==> config.mk <==
export PLATFORM = sky130hd
export DESIGN_NAME = ram_fifo_flat
export DESIGN_NICKNAME = d
export VERILOG_FILES = /design/src/rtl/ram_fifo_if.sv /design/src/rtl/ram_fifo.sv /design/src/flat_wrapper.sv
export SDC_FILE = /design/constraint.sdc
export NUM_CORES = 1
export LEC_CHECK = 0
export CELL_PAD_IN_SITES_DETAIL_PLACEMENT = 1
export CELL_PAD_IN_SITES_GLOBAL_PLACEMENT = 1
export CORE_MARGIN = 8
export CORE_UTILIZATION = 40
export CTS_BUF_LIST = sky130_fd_sc_hd__clkbuf_4 sky130_fd_sc_hd__clkbuf_8 sky130_fd_sc_hd__clkbuf_16
export DETAILED_ROUTE_END_ITERATION = 12
export GPL_TIMING_DRIVEN = 0
export PLACE_DENSITY_LB_ADDON = 0.1
export SLEW_MARGIN = 25
export SYNTH_ARGS = -nofsm -noshare
export SYNTH_HDL_FRONTEND = slang
export SYNTH_SLANG_ARGS = --single-unit
==> constraint.sdc <==
create_clock -name clk -period 7.38 [get_ports clk]
set_input_delay 2.214 -clock clk [delete_from_list [all_inputs] [get_ports clk]]
set_output_delay 2.214 -clock clk [all_outputs]
set_load 0.005 [all_outputs]
==> src/rtl/ram_fifo_if.sv <==
// Handshake bundle for ram_fifo: write side, read side and status flags.
// The master modport is the user of the FIFO; the slave modport is the FIFO itself.
interface ram_fifo_if #(
    parameter int unsigned WIDTH = 8,
    parameter int unsigned DEPTH = 16
);
    logic                     wr_en;
    logic [WIDTH-1:0]         wr_data;
    logic                     full;
    logic                     almost_full;
    logic                     rd_en;
    logic [WIDTH-1:0]         rd_data;
    logic                     rd_valid;
    logic                     empty;
    logic [$clog2(DEPTH):0]   count;
    logic                     overflow;
    logic                     underflow;

    modport master (
        output wr_en, wr_data, rd_en,
        input  full, almost_full, rd_data, rd_valid, empty, count, overflow, underflow
    );

    modport slave (
        input  wr_en, wr_data, rd_en,
        output full, almost_full, rd_data, rd_valid, empty, count, overflow, underflow
    );
endinterface

==> src/rtl/ram_fifo.sv <==
// Synchronous FIFO on a DEPTH x WIDTH block-RAM-style array with registered read.
// Define RAM_FIFO_FWFT_EN for first-word-fall-through mode: the head word is prefetched
// through the RAM output register into an output register so it is visible before rd_en.
// Default build (macro undefined) is the standard mode: rd_en returns the word one cycle later.
module ram_fifo #(
    parameter int unsigned WIDTH       = 8,
    parameter int unsigned DEPTH       = 16,
    parameter int unsigned AFULL_LEVEL = DEPTH - 2
) (
    input  logic         clk,
    input  logic         rst_n,
    ram_fifo_if.slave    bus
);
    localparam int unsigned AW = $clog2(DEPTH);
    localparam int unsigned CW = AW + 1;
    localparam logic [CW-1:0] DepthCnt = CW'(DEPTH);
    localparam logic [CW-1:0] AfullCnt = CW'(AFULL_LEVEL);

    logic [WIDTH-1:0] mem [DEPTH];

    logic [AW-1:0]    wr_ptr_q, wr_ptr_d;
    logic [AW-1:0]    rd_ptr_q, rd_ptr_d;
    logic [CW-1:0]    count_q, count_d;
    logic             full_q, empty_q, afull_q;
    logic             empty_d;
    logic             overflow_q, underflow_q;
    logic             underflow_d;
    logic             rd_valid_q;
    logic [WIDTH-1:0] rd_data_q;

    // wr_acc: word enters storage; rd_acc: word leaves the FIFO (count decrement);
    // rd_fetch: RAM read pointer advances (same as rd_acc in standard mode).
    logic wr_acc, rd_acc, rd_fetch;

    assign wr_acc = bus.wr_en && !full_q;

    // Array write; no reset so the storage can map onto block RAM.
    always_ff @(posedge clk) begin
        if (rst_n && wr_acc) begin
            mem[wr_ptr_q] <= bus.wr_data;
        end
    end

`ifdef RAM_FIFO_FWFT_EN
    logic [WIDTH-1:0] ram_q;
    logic             ram_valid_q, ram_valid_d;
    logic [CW-1:0]    mem_cnt_q, mem_cnt_d;
    logic             rd_valid_d;
    logic             out_free;

    assign rd_acc   = bus.rd_en && rd_valid_q;
    // Output register can take a new word if it is empty or being popped this edge.
    assign out_free = !rd_valid_q || rd_acc;
    // Fetch from RAM whenever it holds words and the RAM output stage will be free.
    assign rd_fetch = (mem_cnt_q != '0) && (!ram_valid_q || out_free);

    // Prefetch pipeline bookkeeping: RAM output stage, output register, words left in RAM.
    always_comb begin
        ram_valid_d = rd_fetch || (ram_valid_q && !out_free);
        rd_valid_d  = out_free ? ram_valid_q : 1'b1;
        mem_cnt_d   = mem_cnt_q;
        if (wr_acc && !rd_fetch) begin
            mem_cnt_d = mem_cnt_q + 1'b1;
        end else if (!wr_acc && rd_fetch) begin
            mem_cnt_d = mem_cnt_q - 1'b1;
        end
        empty_d     = !rd_valid_d;
        underflow_d = bus.rd_en && !rd_valid_q;
    end

    // Registered RAM read into the intermediate stage; contents only matter when valid.
    always_ff @(posedge clk) begin
        if (rd_fetch) begin
            ram_q <= mem[rd_ptr_q];
        end
    end

    // Output register and prefetch state.
    always_ff @(posedge clk) begin
        if (!rst_n) begin
            ram_valid_q <= 1'b0;
            mem_cnt_q   <= '0;
            rd_valid_q  <= 1'b0;
            rd_data_q   <= '0;
        end else begin
            ram_valid_q <= ram_valid_d;
            mem_cnt_q   <= mem_cnt_d;
            rd_valid_q  <= rd_valid_d;
            if (out_free && ram_valid_q) begin
                rd_data_q <= ram_q;
            end
        end
    end
`else
    assign rd_acc   = bus.rd_en && !empty_q;
    assign rd_fetch = rd_acc;

    // Standard mode needs no extra pipeline state.
    always_comb begin
        empty_d     = (count_d == '0);
        underflow_d = bus.rd_en && empty_q;
    end

    // Registered read: the word is valid for exactly the cycle after an accepted read.
    always_ff @(posedge clk) begin
        if (!rst_n) begin
            rd_valid_q <= 1'b0;
            rd_data_q  <= '0;
        end else begin
            rd_valid_q <= rd_acc;
            if (rd_acc) begin
                rd_data_q <= mem[rd_ptr_q];
            end
        end
    end
`endif

    // Next pointers and occupancy; flags derive from the post-edge count.
    always_comb begin
        wr_ptr_d = wr_ptr_q;
        rd_ptr_d = rd_ptr_q;
        count_d  = count_q;
        if (wr_acc) begin
            wr_ptr_d = wr_ptr_q + 1'b1;
        end
        if (rd_fetch) begin
            rd_ptr_d = rd_ptr_q + 1'b1;
        end
        unique case ({wr_acc, rd_acc})
            2'b10:   count_d = count_q + 1'b1;
            2'b01:   count_d = count_q - 1'b1;
            2'b00,
            2'b11:   count_d = count_q;
            default: count_d = count_q;
        endcase
    end

    // Pointers, count and registered status flags.
    always_ff @(posedge clk) begin
        if (!rst_n) begin
            wr_ptr_q    <= '0;
            rd_ptr_q    <= '0;
            count_q     <= '0;
            full_q      <= 1'b0;
            empty_q     <= 1'b1;
            afull_q     <= 1'b0;
            overflow_q  <= 1'b0;
            underflow_q <= 1'b0;
        end else begin
            wr_ptr_q    <= wr_ptr_d;
            rd_ptr_q    <= rd_ptr_d;
            count_q     <= count_d;
            full_q      <= (count_d == DepthCnt);
            empty_q     <= empty_d;
            afull_q     <= (count_d >= AfullCnt);
            overflow_q  <= bus.wr_en && full_q;
            underflow_q <= underflow_d;
        end
    end

    assign bus.full        = full_q;
    assign bus.empty       = empty_q;
    assign bus.almost_full = afull_q;
    assign bus.count       = count_q;
    assign bus.overflow    = overflow_q;
    assign bus.underflow   = underflow_q;
    assign bus.rd_valid    = rd_valid_q;
    assign bus.rd_data     = rd_data_q;
endmodule

==> src/flat_wrapper.sv <==
// flat-port wrapper written by rule: the top's interface ports become plain ports
module ram_fifo_flat 
#(
    parameter int unsigned WIDTH       = 8,
    parameter int unsigned DEPTH       = 16,
    parameter int unsigned AFULL_LEVEL = DEPTH - 2
)
  (clk, rst_n, bus_wr_en, bus_wr_data, bus_rd_en, bus_full, bus_almost_full, bus_rd_data, bus_rd_valid, bus_empty, bus_count, bus_overflow, bus_underflow);
  ram_fifo_if #(.WIDTH(WIDTH), .DEPTH(DEPTH)) bus_i ();
  input  logic clk;
  input  logic rst_n;
  input wire logic [$bits(bus_i.wr_en)-1:0] bus_wr_en;
  input wire logic [$bits(bus_i.wr_data)-1:0] bus_wr_data;
  input wire logic [$bits(bus_i.rd_en)-1:0] bus_rd_en;
  output wire logic [$bits(bus_i.full)-1:0] bus_full;
  output wire logic [$bits(bus_i.almost_full)-1:0] bus_almost_full;
  output wire logic [$bits(bus_i.rd_data)-1:0] bus_rd_data;
  output wire logic [$bits(bus_i.rd_valid)-1:0] bus_rd_valid;
  output wire logic [$bits(bus_i.empty)-1:0] bus_empty;
  output wire logic [$bits(bus_i.count)-1:0] bus_count;
  output wire logic [$bits(bus_i.overflow)-1:0] bus_overflow;
  output wire logic [$bits(bus_i.underflow)-1:0] bus_underflow;
  assign bus_i.wr_en = bus_wr_en;
  assign bus_i.wr_data = bus_wr_data;
  assign bus_i.rd_en = bus_rd_en;
  assign bus_full = bus_i.full;
  assign bus_almost_full = bus_i.almost_full;
  assign bus_rd_data = bus_i.rd_data;
  assign bus_rd_valid = bus_i.rd_valid;
  assign bus_empty = bus_i.empty;
  assign bus_count = bus_i.count;
  assign bus_overflow = bus_i.overflow;
  assign bus_underflow = bus_i.underflow;
  ram_fifo #(.WIDTH(WIDTH), .DEPTH(DEPTH), .AFULL_LEVEL(AFULL_LEVEL)) u_core (.clk(clk), .rst_n(rst_n), .bus(bus_i));
endmodule
==> results.json <==
{
  "regArea_um2": 4380,
  "worst_ep_required_time_ns": 7.67,
  "yosys.area_share.adder_pct": 1.64,
  "synthSimpleGateAreaFrac_pct": 6.39,
  "net_count_of_the_mapped_netlist": 377,
  "post-route-min-period_ns": 5.19,
  "internal-power_uw": 1590,
  "status": "finished, final reports clean",
  "root_buffer_cell": "clkbuf_16",
  "combinational_group_share_of_total_power_pct": 11.9,
  "async_flop_share_pct": 0,
  "cts.reportedPaths.clkPinSlew_ns": 0.06,
  "share_of_post_route_cells_with_drive_strength_above_1_pct": 17.7,
  "detail_route.wl_per_cell_um": 22.3,
  "max_slew_headroom_at_the_worst_pin_pct": 43.3,
  "die_width_um": 139,
  "routed_wirelength_mm": 13.5,
  "grt.overflow.total": 0,
  "critical_r2r_launch": "u_core.bus.empty$_SDFF_PN1_",
  "buffer_ports.inserted": 29,
  "post_cts_resized": 0,
  "syn_area_per_cell_um2": 17.0,
  "grt_use_total_pct": 14.6,
  "ff2ff_path_depth": 11,
  "hpwlAfterDp_mm": 9.05,
  "placeableCoreArea_um2": 15000,
  "cts_htree_levels": 4,
  "flow.area_growth_from_synthesis_pct": 18.3,
  "initial_standard_cell_utilization_of_the_core_pct": 40.5,
  "finalHoldViolations": 0,
  "insertedDiodeCount": 0,
  "grt_antenna_before_repair": 0,
  "placement_row_count": 45,
  "total_switching_power_uw": 485,
  "setup.worst_path.start": "bus_rd_en",
  "power.density_nw_per_um2": 288,
  "proportion_of_synthesized_area_in_mux_cells_pct": 12.2,
  "final_nets": 425,
  "p_leak_uw": 0.00234,
  "cp-start-kind": "input port",
  "final_antenna_net_count": 0,
  "synth_cell_types": 35,
  "hold_slack_ns": 0.457,
  "drt_pre_antenna_iters": 4,
  "synth_area_in_compound_gates_pct": 4.24,
  "synthFlopType": "edfxtp_1",
  "layout.cells.most_common_list": "edfxtp_1 (128), mux4_2 (32), nand2_1 (29), clkdlybuf4s50_1 (29), dfxtp_1 (27)",
  "postCtsSetupBuffers": 0,
  "sequential_to_total_area_share_from_yosys_stat_pct": 72.0,
  "clkPwrFrac_pct": 40.5,
  "cts_inserted_buffers": 17,
  "final_min_period_over_clock_period_pct": 70.3,
  "numClockSinks": 155,
  "clk_latency_ns": 0.43,
  "floorplan.io_pins": 31,
  "layout_setup_ws_ns": 2.19,
  "die_h_um": 139,
  "critPathMaxFanout": 11,
  "number_of_fill_cells": 1429,
  "drc": 0,
  "num_vias": 3207,
  "timing.critical_path.slowest_stage_cell": "clkdlybuf4s50_1",
  "netSwitchingFraction_pct": 23.4,
  "rsz0062_at_grt": "no",
  "holdCritPathClass": "flip-flop to flip-flop",
  "worst-r2r-setup-slack_ns": 4.16,
  "dominant_combinational_cell_family_by_area_after_synthesis": "multiplexers",
  "layout.cells.most_common": "edfxtp_1",
  "largest_net_degree_at_the_start_of_global_routing": 17,
  "worst_clock_skew_ns": 0.00674,
  "synth_xor_area_share_pct": 1.73,
  "yosys_warnings": 0,
  "cap_violations": 0,
  "worst_path_most_repeated_cell": "ha_1",
  "yosys_register_bits": 155,
  "floorplan.die_area_um2": 19400,
  "worst_path_largest_cell_delay_ns": 0.47,
  "ir_worst_vdd_uv": 164,
  "final_replace_weighted_congestion": 0.704,
  "initialDrtViolationCount": 225,
  "synth-edff-count": 128,
  "grt_pass1_vias": 3499,
  "syn-instance-count": 357,
  "timing.critical_path.to": "u_core.bus.almost_full$_SDFF_PN0_",
  "placement.cell_area_um2": 6630,
  "cp_cell_sequence": "clkdlybuf4s50_1 -> nor2b_1 -> clkbuf_1 -> ha_1 -> clkbuf_2 -> xor2_1 -> ha_1 -> a21oi_2 -> or3b_1 -> a221oi_2 -> xnor2_1 -> o32ai_1",
  "report.final.slew_viol_count": 0,
  "worst_pin_slew_ns": 0.847,
  "seq_power_share_pct": 47.5,
  "final_cell_area_um2": 7200,
  "critical_path.reg2reg.endpoint": "u_core.bus.almost_full$_SDFF_PN0_",
  "critPathArrivalTime_ns": 5.48,
  "syn-cell-area_um2": 6090,
  "tritoncts": "yes",
  "viasPerCell": 5.29,
  "multi_input_area_um2": 1610,
  "cp-end-kind": "flip-flop",
  "timing.fmax_mhz": 193,
  "worstSetupPathType": "input port to flip-flop",
  "grt_pass1_wl_mm": 20.7,
  "preCtsSetupSlack_ns": 1.68,
  "setup_viol": 0,
  "cts_max_path_buffers": 2,
  "fin_tns_setup_ns": 0,
  "holdBufCountCts": 0
}
==> worst min-delay path by stage <==
stage	startpoint	endpoint	slack, ns	depth (start not counted)
floorplan	u_core.bus.rd_data[0]$_SDFFE_PN0P_	u_core.bus.rd_data[0]$_SDFFE_PN0P_	0.45	2
global placement	u_core.bus.rd_data[6]$_SDFFE_PN0P_	u_core.bus.rd_data[6]$_SDFFE_PN0P_	0.45	2
detailed placement	u_core.bus.rd_data[7]$_SDFFE_PN0P_	u_core.bus.rd_data[7]$_SDFFE_PN0P_	0.45	2
CTS	u_core.bus.rd_data[7]$_SDFFE_PN0P_	u_core.bus.rd_data[7]$_SDFFE_PN0P_	0.46	2
global route	u_core.bus.rd_data[4]$_SDFFE_PN0P_	u_core.bus.rd_data[4]$_SDFFE_PN0P_	0.49	2
finish	u_core.bus.rd_data[7]$_SDFFE_PN0P_	u_core.bus.rd_data[7]$_SDFFE_PN0P_	0.46	2
==> synthesized netlist by cell type, drive strengths merged (2+ instances only) <==
master / n / area [µm²]
a21oi: 4 / 23.8
a22oi: 16 / 120
and2: 2 / 12.5
and3: 3 / 18.8
buf: 6 / 27.5
clkbuf: 14 / 55.1
dfxtp: 27 / 541
edfxtp: 128 / 3840
ha: 8 / 100
inv: 6 / 22.5
mux2i: 2 / 20.0
mux4: 32 / 721
nand2: 29 / 109
nand2b: 5 / 31.3
nand3: 5 / 25.0
nand4: 2 / 12.5
nor2: 26 / 97.6
nor2b: 4 / 25.0
nor3: 4 / 20.0
o21ai: 10 / 50.1
o31ai: 2 / 15.0
o32ai: 2 / 17.5
xnor2: 3 / 26.3
xor2: 9 / 78.8
==> kinds of logic after synthesis <==
logic type,count (synthesis)
adders and majority gates,8
muxes,34
and+or+nand+nor,84
DFF,155
AOI/OAI and AO/OA,37
xor gates and xnor gates,12
buffers and inverters,27
==> per-layer routing <==
metal / routed length, µm / vias up / global-route usage [%] / part of all wire (%)
met2: 6510 / 63 / 23.4 / 48
met3: 564 / 6 / 4.69 / 4.2
met5: 0 / - / 0 / 0
met1: 6340 / 1659 / 18.6 / 47
li1: - / 1479 / - / -
met4: 112 / 0 / 4.68 / 0.83
==> power groups by stage <==
stage,Sequential [µW],Clock (µW),Combinational [µW]
after floorplan,1000,0,153
after global placement,1000,0,248
after detailed placement,1000,0,252
after CTS,986,856,254
after global routing,988,889,271
final,985,840,247
==> flip-flops by register name, indices dropped and copies added, names as in the netlist <==
signal and flops:
u_core.bus.rd_data 8, u_core.bus.empty 1, u_core.wr_ptr_q 4, u_core.mem 128, u_core.bus.overflow 1, u_core.bus.rd_valid 1, u_core.bus.full 1, u_core.bus.count 5
u_core.bus.almost_full 1, u_core.bus.underflow 1, u_core.rd_ptr_q 4
==> layout make-up <==
cell class / count / share of cell area (%)
Buffer: 20 / 1.15
Clock buffer: 19 / 6.12
Clock inverter: 13 / 1.76
Inverter: 7 / 0.365
Multi-Input combinational cell: 175 / 22.4
Sequential cell: 155 / 60.9
Tap cell: 188 / 3.27
Timing Repair Buffer: 29 / 4.03
==> worst max-delay path, delay by kind of cell <==
kind                       cells  cell delay (ns)
buffers and inverters          3             1.08
and+or+nand+nor                2             0.73
AOI/OAI and AO/OA              3             0.61
adders and majority gates      2             0.46
xor gates and xnor gates       2             0.40
==> through the flow <==
| step | power [µW] | utilization, % | cells |
|---|---|---|---|
| 2_1_floorplan | 1160 | - | 357 |
| 3_3_place_gp | 1250 | 44.0 | 574 |
| 4_1_cts | 2100 | 47.9 | 606 |
| 5_1_grt | 2150 | 47.9 | 606 |
| 3_5_place_dp | 1260 | 44.1 | 574 |
| 6_report | 2070 | 47.9 | 606 |
Note: power is estimated with default switching activity, not from simulation.
